`src/rtl/ebc.sv`:
```
// External bus controller: turns arbiter requests into single-beat or line-burst
// transactions on the 64-bit memory bus. Optional watchdog: EBC_TIMEOUT_EN.
`ifndef CMEM_LINE
`define CMEM_LINE 256
`endif

module ebc #(
  parameter int LINE_W  = `CMEM_LINE,
  parameter int TIMEOUT = 1023
) (
  input  logic              clk,
  input  logic              rst,
  input  logic [63:0]       c_addr,
  input  logic              c_ext,
  input  logic              c_rd,
  input  logic              c_wr,
  input  logic [1:0]        c_len,
  input  logic [63:0]       c_wdata,
  output logic [LINE_W-1:0] c_rdata,
  output logic              c_dv,
  output logic              c_err,
  output logic              m_req,
  input  logic              m_ack,
  output logic [63:0]       m_addr,
  output logic              m_rd,
  output logic              m_wr,
  output logic [1:0]        m_len,
  output logic              m_burst,
  output logic [63:0]       m_wdata,
  input  logic              m_rvalid,
  input  logic [63:0]       m_rdata,
  input  logic              m_wack,
  output logic [2:0]        dbg_state
);

  localparam int BEATS = LINE_W / 64;
  localparam int K_W   = (BEATS > 1) ? $clog2(BEATS) : 1;
  localparam int OFS_W = $clog2(LINE_W / 8);

  if ((LINE_W % 64) != 0 || LINE_W < 64 || LINE_W > 1024 || TIMEOUT < 1) begin : g_bad_params
    $error("ebc: unsupported LINE_W or TIMEOUT");
  end

  // Handshake: m_req rises with all m_* fields valid and holds them stable until
  // the first cycle with m_ack=1; read beats are taken on m_rvalid, a write
  // completes on m_wack, and c_dv pulses once per request with c_err qualifying it.
  typedef enum logic [2:0] {
    S_IDLE  = 3'd0,
    S_REQ   = 3'd1,
    S_RBEAT = 3'd2,
    S_WRESP = 3'd3,
    S_DONE  = 3'd4,
    S_GAP   = 3'd5
  } state_t;

  state_t         state;
  logic [K_W-1:0] k;
  logic           is_wr;
  logic           line_rd;
  logic           last_beat;
  logic           expired;

  assign dbg_state = state;
  assign last_beat = !line_rd || (k == K_W'(BEATS - 1));

`ifdef EBC_TIMEOUT_EN
  localparam int CNT_W = (TIMEOUT > 1) ? $clog2(TIMEOUT + 1) : 1;
  logic [CNT_W-1:0] wd_cnt;

  // Restarts whenever the bus shows progress, so only a stalled phase expires.
  always_ff @(posedge clk) begin
    if (rst || state == S_IDLE || state == S_DONE || state == S_GAP) begin
      wd_cnt <= '0;
    end else if ((state == S_REQ && m_ack) || (state == S_RBEAT && m_rvalid)) begin
      wd_cnt <= '0;
    end else begin
      wd_cnt <= wd_cnt + 1'b1;
    end
  end

  assign expired = (wd_cnt == CNT_W'(TIMEOUT - 1));
`else
  assign expired = 1'b0;
`endif

  always_ff @(posedge clk) begin
    if (rst) begin
      state   <= S_IDLE;
      k       <= '0;
      is_wr   <= 1'b0;
      line_rd <= 1'b0;
      c_rdata <= '0;
      c_dv    <= 1'b0;
      c_err   <= 1'b0;
      m_req   <= 1'b0;
      m_addr  <= '0;
      m_rd    <= 1'b0;
      m_wr    <= 1'b0;
      m_len   <= '0;
      m_burst <= 1'b0;
      m_wdata <= '0;
    end else begin
      c_dv  <= 1'b0;
      c_err <= 1'b0;
      case (state)
        S_IDLE: begin
          if (c_wr || c_rd) begin
            state   <= S_REQ;
            is_wr   <= c_wr;
            line_rd <= !c_wr && !c_ext;
            m_req   <= 1'b1;
            m_rd    <= !c_wr;
            m_wr    <= c_wr;
            m_wdata <= c_wr ? c_wdata : 64'd0;
            if (!c_wr && !c_ext) begin
              m_addr  <= {c_addr[63:OFS_W], {OFS_W{1'b0}}};
              m_len   <= 2'd3;
              m_burst <= 1'b1;
            end else begin
              m_addr  <= c_addr;
              m_len   <= c_len;
              m_burst <= 1'b0;
            end
          end
        end
        S_REQ: begin
          if (m_ack || expired) begin
            m_req   <= 1'b0;
            m_addr  <= '0;
            m_rd    <= 1'b0;
            m_wr    <= 1'b0;
            m_len   <= '0;
            m_burst <= 1'b0;
            m_wdata <= '0;
          end
          if (m_ack) begin
            state <= is_wr ? S_WRESP : S_RBEAT;
          end else if (expired) begin
            state <= S_DONE;
            c_dv  <= 1'b1;
            c_err <= 1'b1;
            if (!is_wr) c_rdata <= '0;
          end
        end
        S_RBEAT: begin
          if (m_rvalid) begin
            // The first beat of a read also clears the rest of the line.
            if (k == '0) begin
              c_rdata <= LINE_W'(m_rdata);
            end else begin
              for (int i = 1; i < BEATS; i++) begin
                if (k == K_W'(i)) c_rdata[i*64 +: 64] <= m_rdata;
              end
            end
            if (last_beat) begin
              k     <= '0;
              state <= S_DONE;
              c_dv  <= 1'b1;
            end else begin
              k <= k + 1'b1;
            end
          end else if (expired) begin
            k       <= '0;
            c_rdata <= '0;
            state   <= S_DONE;
            c_dv    <= 1'b1;
            c_err   <= 1'b1;
          end
        end
        S_WRESP: begin
          if (m_wack) begin
            state <= S_DONE;
            c_dv  <= 1'b1;
          end else if (expired) begin
            state <= S_DONE;
            c_dv  <= 1'b1;
            c_err <= 1'b1;
          end
        end
        S_DONE:  state <= S_GAP;
        S_GAP:   state <= S_IDLE;
        default: state <= S_IDLE;
      endcase
    end
  end

endmodule
```
`config.mk`:
```
export PLATFORM = sky130hd
export DESIGN_NAME = ebc
export DESIGN_NICKNAME = d
export VERILOG_FILES = /design/src/rtl/ebc.sv
export SDC_FILE = /design/constraint.sdc
export NUM_CORES = 1
export LEC_CHECK = 0
export ABC_AREA = 1
export BUFFER_PORTS_ARGS = -buffer_cell sky130_fd_sc_hd__clkbuf_2
export CORE_MARGIN = 8
export CORE_UTILIZATION = 26
export DETAILED_ROUTE_END_ITERATION = 10
export HOLD_SLACK_MARGIN = 0.08
export PLACE_DENSITY = 0.59
export SLEW_MARGIN = 25
export SYNTH_ARGS = -nofsm -noshare
export SYNTH_HDL_FRONTEND = slang
export SYNTH_SLANG_ARGS = --single-unit
```
`constraint.sdc`:
```
create_clock -name clk -period 3.35 [get_ports clk]
set_input_delay 0.1675 -clock clk [delete_from_list [all_inputs] [get_ports clk]]
set_output_delay 0.1675 -clock clk [all_outputs]
set_load 0.02 [all_outputs]
```
==> impl_results.md, run 1 <==
* RSZ-0062 raised after global routing: false
* Post-Syn Area at 14310 µm²
* Outcome: complete, no violations
* Via-to-Cell Ratio at 4.462
* Setup slack after layout at 746.8 ps
* WL/cell at 17.74 µm
* GR Overflow Total at 0
* Clock-pin slew on the worst setup and hold paths at 60 ps
* Final Max Slew Viols at 0
* Critical path endpoint category: flop
* Post-Synthesis Cells at 1836
* Total Die Area at 62800 µm²
* Die width at 250.6 µm
* Detailed Routing Iterations Pass 1 at 4
* Worst r2r src: dbg_state[1]
* Min Tclk post-route at 2603 ps
* Top-level I/O count at 597
* Internal reg-to-reg setup slack at 750 ps
* Hold path depth at 6
* Final setup vio count at 0
* Die height at 250.6 µm
* First-pass GRT wire length at 88800 µm
* Drc violations at 0
* Leak Pwr at 9.914 nW
* Diode count at 0
* Avg Inst Size Synth at 7.794 µm²
* TritonCTS clock tree: done
* Clock root buffer: clkbuf_16
* Worst-case clock buffer depth at 3
* Max-Cap Viols at 0
* Total Routing Usage GR at 0.1770
* Placed Area at 17760 µm²
* Commonest non-fill, non-tap cells in the layout: clkbuf_2 (594), nand2_1 (529), dfxtp_1 (398)
* Flops & latches, synth at 398
* Fmax at 384.1 MHz
* CP arrival at 3090 ps
* Maximum number of pins on one net before global-route repair at 160
* Post-Route WL at 59050 µm
* Nets@finish at 2795
* Worst slack at placement at 1082 ps
* CP peak stage delay at 600 ps
* Area growth syn-to-layout at 50.91%
* Initial antenna violation count at 1
* FF-to-FF path depth at 7
* Hold endpoint: is_wr
* Yosys cell types at 26
* Initial core utilization at 0.2613
* Setup TNS Final at 0 ps
* HPWL Detailed at 40340 µm
* Vias in the first global route at 14523
* Core area at 54770 µm²
* Clock skew at 13.92 ps
* I/O Buffers at 595
* Clock sink count at 398
* Final Core Density at 0.3943
* Worst path cell trace: nor2_1 -> nand3_1 -> nand3_4 -> buf_12 -> nand2_1 -> a21oi_1 -> dlygate4sd3_1
* Final Hold Vio Count at 0
* Share of cells above drive strength 1 at 0.2701
* Reg2reg end: m_wdata[12]
* Commonest non-fill, non-tap cell in the layout: clkbuf_2
* DR iter-0 viols at 879
* Clk Latency, worst-skew pair at 560 ps
* Worst slew pin tran at 863.0 ps
* Row count at 86
* Residual antenna-violating net count after detailed routing at 0
* Worst setup startpoint: dbg_state[1]
* Postcts setup bufs at 0
* PwrDens at 583.8 nW/µm²
* Post-Syn Nets at 2042
* Sequential element share of the synthesized area at 0.5568
* Fillers at 5538
* Worst vdd ir at 0.3175 mV
* H-tree depth at 2
* Max transition margin at 0.4247
* Via count at 14853
* WS Path Type: flop to flop
* Synth Warn # at 0
* Slowest CP cell: dlygate4sd3_1
* CTS Buf Count at 45
* Worst endpoint required time at 3830 ps
* Routability Congestion at 0.8507
* Post-route cell area at 21590 µm²
* CP startpoint kind: flop
* Fin crit share at 0.7771
* Crit path max fanout at 75
* Total power at 12.61 mW
* Hold crit path type: input pin to flop
* Hold path start: c_rd
[how the worst max path moves through the flow]
| stage | end | slack, ps | cells past startpoint |
|---|---|---|---|
| after floorplan | c_rdata[196] | 1770 | 9 |
| after global placement | c_rdata[142] | 1080 | 6 |
| after detailed placement | c_rdata[133] | 1080 | 6 |
| after CTS | m_burst | 770 | 8 |
| after global routing | m_burst | 580 | 8 |
| final | m_wdata[12] | 750 | 7 |
[state kept, by name, summed over array words and instances (netlist names)]
| name | cells |
|---|---|
| c_dv | 1 |
| c_rdata | 256 |
| dbg_state | 3 |
| is_wr | 1 |
| k | 2 |
| line_rd | 1 |
| m_addr | 64 |
| m_burst | 1 |
| m_len | 2 |
| m_rd | 1 |
| m_req | 1 |
| m_wdata | 64 |
| m_wr | 1 |
[logic make-up after synthesis]
group / synth area share
AND/OR/NAND/NOR: 0.2035
AO/OA/AOI/OAI: 0.1640
buffers and inverters: 0.07187
flip-flops: 0.5568
adder cells (fa/ha/maj): 0.003498
other: 0.0002621
[layer usage]
metal | global-route usage | up-vias | part of all wire
met3 | 0.05058 | 106 | 0.071
met1 | 0.2196 | 6819 | 0.43
met4 | 0.06335 | 0 | 0.032
li1 | - | 7377 | -
met5 | 0 | - | 0
met2 | 0.2905 | 551 | 0.47
[worst max-delay path: cells and delay by family (launching register included)]
| family | cells | cell delay, ps |
|---|---|---|
| compound gates | 1 | 170 |
| buf+inv | 2 | 940 |
| flops | 1 | 380 |
| simple gates | 4 | 960 |
[power breakdown]
part | internal, mW | switching [mW] | total, mW | leakage (nW)
sequential | 5.01 | 0.151 | 5.16 | 3.23
combinational | 0.707 | 1.36 | 2.07 | 5.88
clock | 3.33 | 2.05 | 5.38 | 0.810
[timing repair]
item	in CTS	in global routing
gates resized for setup	0	0
hold buffers	221	0
setup endpoints to repair	0	0
endpoints found under the hold margin	377	0
[cells in the mapped netlist, drive strengths merged]
cell,instances,area share
clkbuf,72,0.019
nor2,213,0.059
ha,4,0.0035
buf,59,0.032
a21oi,330,0.12
nor3,4,0.0014
o21ai,134,0.047
conb,1,0.00026
nand3,4,0.0017
o211ai,2,0.0017
nand2,531,0.14
dfxtp,398,0.56
nand4,2,0.00087
inv,81,0.021
or2,1,0.00044
[area by class of cell]
type | instances | area (µm²) | share of cell area
timing repair buffer | 837 | 5444 | 0.2521
multi-input combinational | 1226 | 5369 | 0.2486
sequential | 398 | 7968 | 0.3690
tap | 704 | 880.8 | 0.04079
clock buffer | 63 | 1336 | 0.06188
clock inverter | 20 | 290.3 | 0.01344
inverter | 81 | 306.5 | 0.01420
[stage by stage]
| stage | hold WS, ps | instances |
|---|---|---|
| after floorplan | 310.4 | 1836 |
| after global placement | 400.5 | 3025 |
| after detailed placement | 407.9 | 3025 |
| after CTS | 108.6 | 3329 |
| after global routing | 169.9 | 3329 |
| final | 159.7 | 3329 |
Note: power is estimated with default switching activity, not from simulation.
==> run 2: changes to the inputs <==
PLACE_DENSITY = 0.6   (was 0.59)
clock period = 2.1 ns   (was 3.35 ns; I/O delays follow)
==> run 2 against run 1 <==
Non-clock buffer count down 4. Sequential share of layout area grew 0.20 points. Clock skew fell by 1.6 ps. Critical path type unchanged.
==> impl_results.md, run 2 (same netlist as run 1, synthesis figures left out) <==
* Outcome: complete, no violations (unchanged)
* Initial antenna violation count at 4 (was 1)
* Max-Cap Viols at 0 (unchanged)
* Comb pwr share at 0.178 (was 0.164)
* I/O Buffers at 595 (unchanged)
* Setup TNS Final at 0 ps (unchanged)
* Max transition margin at 0.4184 (was 0.4247)
* WL/cell at 17.76 µm (was 17.74 µm)
* Internal at 13.48 mW (was 9.042 mW)
* Net load switching power at 5.579 mW (was 3.565 mW)
* Final Core Density at 0.3922 (was 0.3943)
* Final setup vio count at 0 (unchanged)
* Biggest register: c_rdata (unchanged)
* Total Routing Usage GR at 0.1757 (was 0.1770)
* Sw Share at 0.2927 (was 0.2828)
* Vias in the first global route at 14629 (was 14523)
* Drc violations at 0 (unchanged)
* Final Max Slew Viols at 0 (unchanged)
* Top-level I/O count at 597 (unchanged)
* Share of cells above drive strength 1 at 0.2741 (was 0.2701)
* Clock root buffer: clkbuf_16 (unchanged)
* WHS at 336.3 ps (was 159.7 ps)
* Fin crit share at 0.8755 (was 0.7771)
* Clock-pin slew on the worst setup and hold paths at 60 ps (about the same)
* Worst-case clock buffer depth at 3 (unchanged)
* Core area at 54770 µm² (unchanged)
* Hold crit path type: input pin to flop (unchanged)
* CP arrival at 2330 ps (was 3090 ps)
* Commonest non-fill, non-tap cell in the layout: clkbuf_2 (unchanged)
* Routability Congestion at 0.8581 (was 0.8507)
* Area growth syn-to-layout at 50.10% (was 50.91%)
* Final Hold Vio Count at 0 (unchanged)
* Initial core utilization at 0.2613 (unchanged)
* TritonCTS clock tree: done (unchanged)
* Worst endpoint required time at 2590 ps (was 3830 ps)
* Worst vdd ir at 0.5215 mV (was 0.3175 mV)
* Crit path max fanout at 44 (was 75)
* Leak Pwr at 9.812 nW (was 9.914 nW)
* Via count at 14870 (was 14853)
* Clock sink count at 398 (unchanged)
* CP startpoint kind: flop (unchanged)
* Reg power frac at 0.432 (was 0.409)
* DR iter-0 viols at 864 (was 879)
* Clk Latency, worst-skew pair at 560 ps (about the same)
* Max FFs per register at 256 (unchanged)
* Residual antenna-violating net count after detailed routing at 0 (unchanged)
* HPWL Detailed at 41210 µm (was 40340 µm)
* First-pass GRT wire length at 88370 µm (was 88800 µm)
* Critical path endpoint category: flop (unchanged)
* Min Tclk post-route at 1839 ps (was 2603 ps)
* H-tree depth at 2 (unchanged)
* Nets@finish at 2789 (was 2795)
* Commonest non-fill, non-tap cells in the layout: clkbuf_2 (594), nand2_1 (529), dfxtp_1 (398) (unchanged)
* Worst r2r src: dbg_state[1] (unchanged)
* Via-to-Cell Ratio at 4.475 (was 4.462)
* GR Overflow Total at 0 (unchanged)
* WS Path Type: flop to flop (unchanged)
* Hold path start: m_rdata[63] (was c_rd)
* Post-Route WL at 59010 µm (was 59050 µm)
* Fillers at 5533 (was 5538)
* Worst setup startpoint: dbg_state[1] (unchanged)
* Total Die Area at 62800 µm² (unchanged)
* Worst slack at placement at 257.1 ps (was 1082 ps)
* Die height at 250.6 µm (unchanged)
* CTS-repair resized insts at 0 (unchanged)
* Detailed Routing Iterations Pass 1 at 5 (was 4)
* Setup slack after layout at 261.4 ps (was 746.8 ps)
* Clock skew at 12.37 ps (was 13.92 ps)
* RSZ-0062 raised after global routing: false (unchanged)
* Maximum number of pins on one net before global-route repair at 171 (was 160)
* CTS Buf Count at 43 (was 45)
* PwrDens at 887.3 nW/µm² (was 583.8 nW/µm²)
* Fmax at 543.9 MHz (was 384.1 MHz)
* Clock share of power at 0.390 (was 0.427)
* Worst slew pin tran at 872.3 ps (was 863.0 ps)
* Die width at 250.6 µm (unchanged)
* Row count at 86 (unchanged)
* Biggest regs: c_rdata: 256 flops, m_addr: 64 flops, m_wdata: 64 flops (unchanged)
-- run 2: worst max-delay path, cell delays in order, from the launching register on --
cell	delay, ps
dfxtp_1	460
nand2_2	110
nor2_4	210
nand2_4	170
nor2_4	140
buf_12	180
buf_12	220
o21ai_0	100
a21oi_1	140
-- run 2: power by group through the flow --
stage | Clock, mW | Sequential, mW | Combinational [mW]
4_1_cts | 7.64 | 8.22 | 3.40
3_3_place_gp | 0 | 8.38 | 3.09
3_5_place_dp | 0 | 8.38 | 3.08
6_report | 7.44 | 8.23 | 3.39
2_1_floorplan | 0 | 8.88 | 1.29
5_1_grt | 7.95 | 8.28 | 3.66
-- run 2: final cells by class --
cell class / instances / area, µm² / area share
clock buffers: 62 / 1257 / 0.05854
clock inverters: 16 / 123.9 / 0.005767
diodes: 3 / 7.507 / 0.0003495
flip-flops and latches: 398 / 7968 / 0.3709
inverters: 81 / 306.5 / 0.01427
well taps: 704 / 880.8 / 0.04101
multi-input cells: 1226 / 5369 / 0.2500
repair buffers: 833 / 5567 / 0.2592
-- run 2: path summary, 6_finish.rpt --
| path | to | slack, ps | cells after the start |
|---|---|---|---|
| min reg2reg | m_addr[23] | 460 | 2 |
| max | c_rdata[4] | 260 | 8 |
| min | c_rdata[63] | 340 | 4 |
| max reg2reg | c_rdata[4] | 260 | 8 |
-- run 2: through the flow --
step	std cells	instance area, µm²	power [mW]
finish	3323	21480	19.06
global route	3323	21480	19.89
CTS	3320	21470	19.27
detailed placement	3040	18070	11.47
global placement	3040	18070	11.46
floorplan	1836	14310	10.17
-- run 2: timing repair --
item                                   CTS  global route
setup buffers                            0             0
hold buffers                           202             0
endpoints found under the hold margin  388             0
-- run 2: metal layers --
metal  track usage  vias up  routed length [µm]
met4       0.08231        0                2582
met5             0        -                   0
met1        0.2195     6758               25340
met2        0.2753      612               26490
li1              -     7369                   -
met3       0.05296      131                4595
